## src/rtl/text_line_writer_pkg.sv

```systemverilog
`default_nettype none
// ============================================================================
// Module : text_line_writer_pkg
// Brief  : ASCII control codes and FSM state encoding for the line writer.
// Rev    : 1.0
// ============================================================================
package text_line_writer_pkg;

    localparam logic [7:0] CH_CR       = 8'h0D;
    localparam logic [7:0] CH_LF       = 8'h0A;
    localparam logic [7:0] CH_BS       = 8'h08;
    localparam logic [7:0] CH_FF       = 8'h0C;
    localparam logic [7:0] CH_BLANK    = 8'h20;
    localparam logic [7:0] CH_PRINT_LO = 8'h20;
    localparam logic [7:0] CH_PRINT_HI = 8'h7E;

    typedef enum logic [1:0] {
        ST_INIT  = 2'd0,
        ST_IDLE  = 2'd1,
        ST_CLEAR = 2'd2,
        ST_COPY  = 2'd3
    } state_t;

endpackage : text_line_writer_pkg
`default_nettype wire

```

## src/rtl/text_line_writer_char_bank.sv

```systemverilog
`default_nettype none
// ============================================================================
// Module : text_line_writer_char_bank
// Brief  : N_CHARS x 8 register file, one synchronous write, one async read.
// Rev    : 1.0
// ============================================================================
module text_line_writer_char_bank #(
    parameter int N_CHARS = 32,
    parameter int AW      = 5
) (
    input  logic          clk,
    input  logic          i_we,
    input  logic [AW-1:0] i_waddr,
    input  logic [7:0]    i_wdata,
    input  logic [AW-1:0] i_raddr,
    output logic [7:0]    o_rdata
);

    logic [7:0] r_mem [N_CHARS];

    always_ff @(posedge clk) begin
        if (i_we) begin
            r_mem[i_waddr] <= i_wdata;
        end
    end

    assign o_rdata = r_mem[i_raddr];

endmodule : text_line_writer_char_bank
`default_nettype wire

```

## src/rtl/text_line_writer.sv

```systemverilog
`default_nettype none
// ============================================================================
// Module : text_line_writer
// Brief  : Edits a back line buffer from an ASCII stream and publishes it to
//          the renderer-facing front buffer during vertical blanking.
// Rev    : 1.0
// ============================================================================
module text_line_writer
    import text_line_writer_pkg::*;
#(
    parameter int         N_CHARS = 32,
    parameter int         AW      = 5,
    parameter logic [7:0] BLANK   = CH_BLANK
) (
    input  logic          clk,
    input  logic          reset,
    input  logic [7:0]    in_data,
    input  logic          in_valid,
    output logic          in_ready,
    input  logic          frame_start,
    input  logic [AW-1:0] rd_addr,
    output logic [7:0]    rd_data,
    output logic [AW-1:0] cursor,
    output logic          commit_pending,
    output logic          wrapped
);

    localparam logic [AW-1:0] c_LAST = AW'(N_CHARS - 1);
    localparam logic [AW-1:0] c_ONE  = AW'(1);

    state_t        r_state, w_state_nxt;
    logic [AW-1:0] r_idx, w_idx_nxt;
    logic [AW-1:0] r_cursor, w_cursor_nxt;
    logic          r_pending, w_pending_nxt;
    logic          r_wrapped, w_wrapped_nxt;
    logic          r_in_ready;

    logic          w_accept;
    logic          w_front_we, w_back_we;
    logic [AW-1:0] w_front_addr, w_back_addr;
    logic [7:0]    w_front_wdata, w_back_wdata, w_back_rdata;

    assign w_accept = in_valid && r_in_ready;

    always_comb begin
        w_state_nxt   = r_state;
        w_idx_nxt     = r_idx;
        w_cursor_nxt  = r_cursor;
        w_pending_nxt = r_pending;
        w_wrapped_nxt = r_wrapped;
        w_front_we    = 1'b0;
        w_front_addr  = r_idx;
        w_front_wdata = BLANK;
        w_back_we     = 1'b0;
        w_back_addr   = r_idx;
        w_back_wdata  = BLANK;

        unique case (r_state)
            ST_INIT: begin
                w_front_we = 1'b1;
                w_back_we  = 1'b1;
                w_idx_nxt  = r_idx + c_ONE;
                if (r_idx == c_LAST) w_state_nxt = ST_IDLE;
            end
            ST_IDLE: begin
                w_idx_nxt = '0;
                if (w_accept) begin
                    if (in_data >= CH_PRINT_LO && in_data <= CH_PRINT_HI) begin
                        w_back_we    = 1'b1;
                        w_back_addr  = r_cursor;
                        w_back_wdata = in_data;
                        w_cursor_nxt = r_cursor + c_ONE;
                        if (r_cursor == c_LAST) w_wrapped_nxt = 1'b1;
                    end else if (in_data == CH_CR) begin
                        w_cursor_nxt  = '0;
                        w_wrapped_nxt = 1'b0;
                    end else if (in_data == CH_BS) begin
                        if (r_cursor != '0) begin
                            w_cursor_nxt = r_cursor - c_ONE;
                            w_back_we    = 1'b1;
                            w_back_addr  = r_cursor - c_ONE;
                        end
                    end else if (in_data == CH_LF) begin
                        w_pending_nxt = 1'b1;
                    end else if (in_data == CH_FF) begin
                        w_cursor_nxt  = '0;
                        w_wrapped_nxt = 1'b0;
                        w_state_nxt   = ST_CLEAR;
                    end
                end
                // Only an already-pending line publishes; a same-cycle LF waits.
                if (!(w_accept && in_data == CH_FF) && frame_start && r_pending) begin
                    w_state_nxt = ST_COPY;
                end
            end
            ST_CLEAR: begin
                w_back_we = 1'b1;
                w_idx_nxt = r_idx + c_ONE;
                if (r_idx == c_LAST) w_state_nxt = ST_IDLE;
            end
            ST_COPY: begin
                w_front_we    = 1'b1;
                w_front_wdata = w_back_rdata;
                w_idx_nxt     = r_idx + c_ONE;
                if (r_idx == c_LAST) begin
                    w_state_nxt   = ST_IDLE;
                    w_pending_nxt = 1'b0;
                end
            end
            default: w_state_nxt = ST_INIT;
        endcase
    end

    always_ff @(posedge clk) begin
        if (reset) begin
            r_state    <= ST_INIT;
            r_idx      <= '0;
            r_cursor   <= '0;
            r_pending  <= 1'b0;
            r_wrapped  <= 1'b0;
            r_in_ready <= 1'b0;
        end else begin
            r_state    <= w_state_nxt;
            r_idx      <= w_idx_nxt;
            r_cursor   <= w_cursor_nxt;
            r_pending  <= w_pending_nxt;
            r_wrapped  <= w_wrapped_nxt;
            r_in_ready <= (w_state_nxt == ST_IDLE);
        end
    end

    text_line_writer_char_bank #(
        .N_CHARS (N_CHARS),
        .AW      (AW)
    ) u_front (
        .clk     (clk),
        .i_we    (w_front_we),
        .i_waddr (w_front_addr),
        .i_wdata (w_front_wdata),
        .i_raddr (rd_addr),
        .o_rdata (rd_data)
    );

    text_line_writer_char_bank #(
        .N_CHARS (N_CHARS),
        .AW      (AW)
    ) u_back (
        .clk     (clk),
        .i_we    (w_back_we),
        .i_waddr (w_back_addr),
        .i_wdata (w_back_wdata),
        .i_raddr (r_idx),
        .o_rdata (w_back_rdata)
    );

    assign in_ready       = r_in_ready;
    assign cursor         = r_cursor;
    assign commit_pending = r_pending;
    assign wrapped        = r_wrapped;

endmodule : text_line_writer
`default_nettype wire

```

## config.mk

```make
export PLATFORM = sky130hd
export DESIGN_NAME = text_line_writer
export DESIGN_NICKNAME = d
export VERILOG_FILES = /design/src/rtl/text_line_writer_pkg.sv /design/src/rtl/text_line_writer_char_bank.sv /design/src/rtl/text_line_writer.sv
export SDC_FILE = /design/constraint.sdc
export NUM_CORES = 1
export LEC_CHECK = 0
export BUFFER_PORTS_ARGS = -buffer_cell sky130_fd_sc_hd__buf_2
export CORE_UTILIZATION = 30
export CTS_CLUSTER_DIAMETER = 120
export DETAILED_ROUTE_END_ITERATION = 8
export PLACE_DENSITY_LB_ADDON = 0.15
export RECOVER_POWER = 25
export SETUP_SLACK_MARGIN = 0.15
export SYNTH_ARGS = -nofsm -noshare
export SYNTH_HDL_FRONTEND = slang
export SYNTH_SLANG_ARGS = --single-unit
export TNS_END_PERCENT = 50
```

## constraint.sdc

```tcl
create_clock -name clk -period 8.1 [get_ports clk]
set_input_delay 0.81 -clock clk [delete_from_list [all_inputs] [get_ports clk]]
set_output_delay 0.81 -clock clk [all_outputs]
set_load 0.1 [all_outputs]
```

=== Word-level counts from Yosys, hierarchy flattened ===
Memories as Yosys holds them, arrays and structs flattened. A register that Yosys moved wholly into a read port is not among the register bits.
Cells that the tools add are included.

* Flip-flop bits (word level): 15
* RAM bits: 512
* Input port bits: 17
* Output and inout port bits: 16
* Word-level logic and storage cells: 102
* Memories kept: 2

{| class="wikitable"
|+ Memories
! name !! depth !! bits a word !! read ports !! clocked after Yosys merged registers in !! write ports !! RTL line !! RTL
|-
| u_back.r_mem || 32 || 8 || 1 || 1 || 1 || text_line_writer_char_bank.sv:19 || <nowiki>logic [7:0] r_mem [N_CHARS];</nowiki>
|-
| u_front.r_mem || 32 || 8 || 1 || 0 || 1 || text_line_writer_char_bank.sv:19 ||
|}

* Add/sub/neg operators: 3
* Order comparisons: 2
* Equality and inequality tests: 21
* Multiplexer cells: 51
* Reduce and logical (&&, ||, !) cells: 17

{| class="wikitable"
|+ Operators with widths
! kind !! number
|-
| 5-bit two-way mux || 13
|-
| 8-bit by 4-bit equality test with 1-bit output, second input constant || 4
|-
| 8-bit two-way mux || 4
|-
| 1-bit two-way mux || 22
|-
| 2-bit two-way mux || 8
|-
| 2-bit inequality test, second input constant || 6
|-
| 5-bit by 1-bit adder with 5-bit output, second input constant || 2
|-
| 5-bit equality test, second input constant || 2
|-
| 5-bit one-hot mux with 2 select lines || 1
|-
| 8-bit by 6-bit >= comparator with 1-bit output, second input constant || 1
|-
| 8-bit by 7-bit <= comparator with 1-bit output, second input constant || 1
|-
| 7-bit AND reduction || 1
|-
| 3-bit inequality test, second input constant || 2
|-
| 6-bit AND reduction || 1
|-
| 1-bit logical AND || 5
|-
| 5-bit AND reduction || 1
|-
| 5-bit nonzero test || 1
|-
| 5-bit by 1-bit subtractor with 5-bit output, second input constant || 1
|-
| 2-bit by 1-bit equality test with 1-bit output, second input constant || 2
|-
| 2-bit equality test, second input constant || 2
|-
| 4-bit by 3-bit inequality test with 1-bit output, second input constant || 1
|-
| 4-bit inequality test, second input constant || 1
|-
| 1-bit one-hot mux with 2 select lines || 2
|-
| 2-bit one-hot mux with 2 select lines || 1
|-
| 8 further kinds || 9
|}

=== Longest topological paths before layout ===
* Depth in word-level cells: 10
* Depth in mapped cells: 11
* Depth with buffers taken out: 8

=== Hierarchy ===
From an unflattened synthesis, not the netlist that was laid out.

* Cells, all modules: 980
* Area, all modules: 21,043.9 µm²

{| class="wikitable"
|+ By module, submodules not included
! module !! times used !! cells an instance !! area an instance (µm²) !! sequential area each (µm²)
|-
| text_line_writer_char_bank || 2 || 409 || 9,893.2 || 7,687.4
|-
| text_line_writer || 1 || 162 || 1,257.5 || 300.3
|}

=== Worst setup path after synthesis ===
OpenSTA, ideal clock, no wires.

* Kind: reg2reg
* Start point: register r_in_ready, in the netlist in_ready
* End point: memory u_back.r_mem[0][6], data pin
* Library setup time: 0.567 ns
* Arrival time: 3.167 ns
* Required time: 7.533 ns
* Path slack: 4.366 ns
* Cell stages (with the launch flop): 3
* Buffers on the path: 0
* Clock period less this slack: 3.734 ns
* Cells stage by stage: dfxtp_1 > nand3_2 > nor4b_1

* Word-level cells in the longest chain between the ends: 3

{| class="wikitable"
|+ Ends and longest elaborated chain
! what !! RTL line !! RTL
|-
| from (decl) || text_line_writer.sv:36 || <nowiki>logic r_in_ready;</nowiki>
|-
| from (signal assigned) || text_line_writer.sv:128 || <nowiki>r_in_ready <= (w_state_nxt == ST_IDLE);</nowiki>
|-
| 1-bit logical AND || text_line_writer.sv:43 || <nowiki>assign w_accept = in_valid && r_in_ready;</nowiki>
|-
| 8-bit two-way mux || text_line_writer.sv:67 || <nowiki>if (w_accept) begin</nowiki>
|-
| 8-bit two-way mux || text_line_writer.sv:58 || <nowiki>unique case (r_state)</nowiki>
|-
| net u_back.i_wdata[6] || text_line_writer_char_bank.sv:14 || <nowiki>input logic [7:0] i_wdata,</nowiki>
|-
| to (decl) || text_line_writer_char_bank.sv:19 ||
|}

The timed path passes the listed nets, and every way through them passes these cells.

==> results.ini <==
[finish]
regArea_um2 = 15700
finalInstanceArea_um2 = 24400
layout_commonest_cell = edfxtp_1
post-route-util_pct = 35.3
fin_nets = 1157
syn2layout_area_growth_pct = 15.4
multi_input_area_um2 = 5270
diodes = 0
final_layout_size_suffix_gt1_share_pct = 24.5
fillCellCount = 6422
final_cell_mix = edfxtp_1 (512), mux4_2 (145), nor2_1 (86)

[floorplanning]
core_um2 = 69100
rows = 96
die_area_um2 = 71500
io_pins = 33
die-width_um = 267
die-height_um = 267
start_util_pct = 30.6

[setup_path]
r2r_start = r_idx[1]$_SDFF_PP0_
worst-path-max-fanout = 37
endpoint_kind = flop
timing.rr.end = u_front.r_mem[27][7]$_DFFE_PP_
path_class = flop to flop
reg2reg_slack_ns = 2.34
r2r_cells = 4
startpoint_type = flop
worst_ep_arrival_time_ns = 5.94
required_ns = 8.28

[drt]
wl_met1_um = 22300
ant_nets = 0
wl_met3_um = 2170
firstDrtPassIters = 5
met2WireLength_um = 25300
via_per_inst = 4.80
post_drt_wl_per_cell_um = 24.2
dr_total_vias = 10100
routed_wl_um = 50800
drtIter0Drc = 1030
highest_layer = met4
drc = 0

[logic_synthesis]
syn_avg_cell_area_um2 = 20.3
syn_inst = 1039
synth_seq_cells = 527
synth_ff_type = edfxtp_1
ys_seq_area_share_pct = 74.2
ys_types = 62
async_reset_ff_share_pct = 0
yosys_warnings = 0
synth.top_cells.by_area = edfxtp_1 (73%), mux4_2 (15%), nor2_1 (1.5%)
syn_area_um2 = 21100
yosys.area.top_type_share_pct = 72.8
synth_edf_count = 512
synth_top_cell_by_area = edfxtp_1

[sta]
fin_crit_sh_pct = 71.1
tightest_slew_ns = 2.45
timing.fmax_mhz = 174
fin_tns_setup_ns = 0
slew-limit-headroom_pct = -63.0
rsz0062_at_grt = false
drv_slew = 238
whs_ns = 0.491
finalCriticalPeriod_ns = 5.76
final_hold_viol_count = 0
clock_skew_ns = 0.0313
finalSetupViolations = 0

[clocking]
path_clk_slew_ns = 0.06
cts-hold-fix-buffers = 0
cts.sinks = 527
clock-root-buffer = clkbuf_16
post_cts_buffers = 0
post_cts_resized = 0
cts_tree = yes
insertion_delay_ns = 0.62
cts_max_level = 2
cts_buffers = 57
cts_max_path_buffers = 3

[grt]
grtUsageTotal_pct = 14.6
grt_pass1_vias = 10800
grt_max_degree = 65
grt_pass1_wl_um = 75300
antenna_found_initial = 0
globalRouteOverflowTotal = 0

[run]
cap_viol_max_count = 8

[worst_hold_path]
holdCritStartpoint = wrapped$_SDFFE_PP0P_
holdPathEnd = wrapped$_SDFFE_PP0P_
worstHoldPathCells = 2
hp-class = flop to flop

[pwr]
power_density_nw_per_um2 = 245
peakVddDrop_mv = 0.160
leakagePower_nw = 7.81

[run_status]
violations = capacitance limit, slew limit
outcome = complete, but fails checks

[place]
dp_hpwl_um = 31400
portBuffers = 32
postPlaceCellArea_um2 = 22600
place.gp.congestion = 0.763

-- where the power goes --
part           total [mW]  leakage [nW]  switching (mW)  internal (mW)
logic               0.320          1.79           0.199          0.121
registers            3.02          5.11          0.0297           2.99
clock network        2.63         0.909            1.07           1.57
total                5.98          7.81            1.29           4.68
-- per-stage QoR --
step	setup WS (ns)	power (mW)	std cells
floorplan	4.37	3.30	1070
global placement	3.36	3.41	1999
detailed placement	3.35	3.41	1999
CTS	3.35	6.06	2104
global route	1.97	6.18	2104
finish	2.34	5.98	2104
-- cell families after synthesis --
family	after synthesis	synth area share, %
flip-flops	527	74.2
buffers and inverters	73	1.69
AO/OA/AOI/OAI	84	2.83
other	1	0.0178
adder cells (fa/ha/maj)	13	0.770
XOR/XNOR	3	0.124
AND/OR/NAND/NOR	183	4.34
multiplexers	155	16.0
-- how the worst max path moves through the flow --
stage	start	endpoint	cells after the start
floorplan	in_ready$_SDFF_PP0_	u_back.r_mem[0][6]$_DFFE_PP_	2
finish	r_idx[1]$_SDFF_PP0_	u_front.r_mem[27][7]$_DFFE_PP_	4
detailed placement	rd_addr[0]	rd_data[6]	6
CTS	rd_addr[0]	rd_data[6]	6
global placement	rd_addr[0]	rd_data[6]	6
global route	r_idx[1]$_SDFF_PP0_	u_front.r_mem[27][7]$_DFFE_PP_	4
-- worst max-delay path, cell delays in order, from the launching register on --
cell and delay (ns):
dfxtp_1 1.59, clkbuf_1 1.84, mux4_2 0.53, a221oi_1 0.84
a31oi_4 0.50
-- layout make-up --
type / count / area share [%]
sequential: 527 / 64.4
multi-input combinational: 470 / 21.6
clock buffer: 73 / 6.19
tap: 931 / 4.78
clock inverter: 32 / 1.58
timing repair buffer: 56 / 1.22
inverter: 15 / 0.231
-- flip-flops by register name, indices dropped and copies added, names as in the netlist --
name	count
u_back.r_mem	256
u_front.r_mem	256
cursor	5
r_idx	5
r_state	2
commit_pending	1
in_ready	1
wrapped	1
-- per-layer routing --
metal  vias up  track usage (%)
met4         0             4.10
li1       4462                -
met5         -                0
met1      5363             19.6
met2       205             24.3
met3        66             2.52
-- synth_stat cells (2+ instances only) --
| cell | n |
|---|---|
| nor2b_1 | 10 |
| nor3b_1 | 3 |
| o211ai_1 | 3 |
| a221oi_1 | 8 |
| nor2_1 | 86 |
| edfxtp_1 | 512 |
| nor3_2 | 2 |
| a222oi_1 | 2 |
| nor3_1 | 11 |
| a211oi_1 | 3 |
| nand4_1 | 7 |
| nand2b_1 | 7 |
| mux2_2 | 9 |
| buf_4 | 12 |
| buf_6 | 4 |
| and2_1 | 7 |
| buf_1 | 18 |
| o31ai_1 | 3 |
| buf_2 | 6 |
| nand3b_1 | 3 |
| inv_1 | 15 |
| a21oi_1 | 16 |
| a21o_1 | 3 |
| a22oi_1 | 10 |
| nand2_1 | 13 |
| ha_1 | 13 |
| nand3_1 | 16 |
| a31oi_1 | 6 |
| xnor2_1 | 3 |
| mux4_2 | 145 |
| or3_1 | 3 |
| dfxtp_1 | 15 |
| clkbuf_1 | 18 |
| o21ai_0 | 15 |
| and3_1 | 5 |
Power figures use the tool's default switching activity.
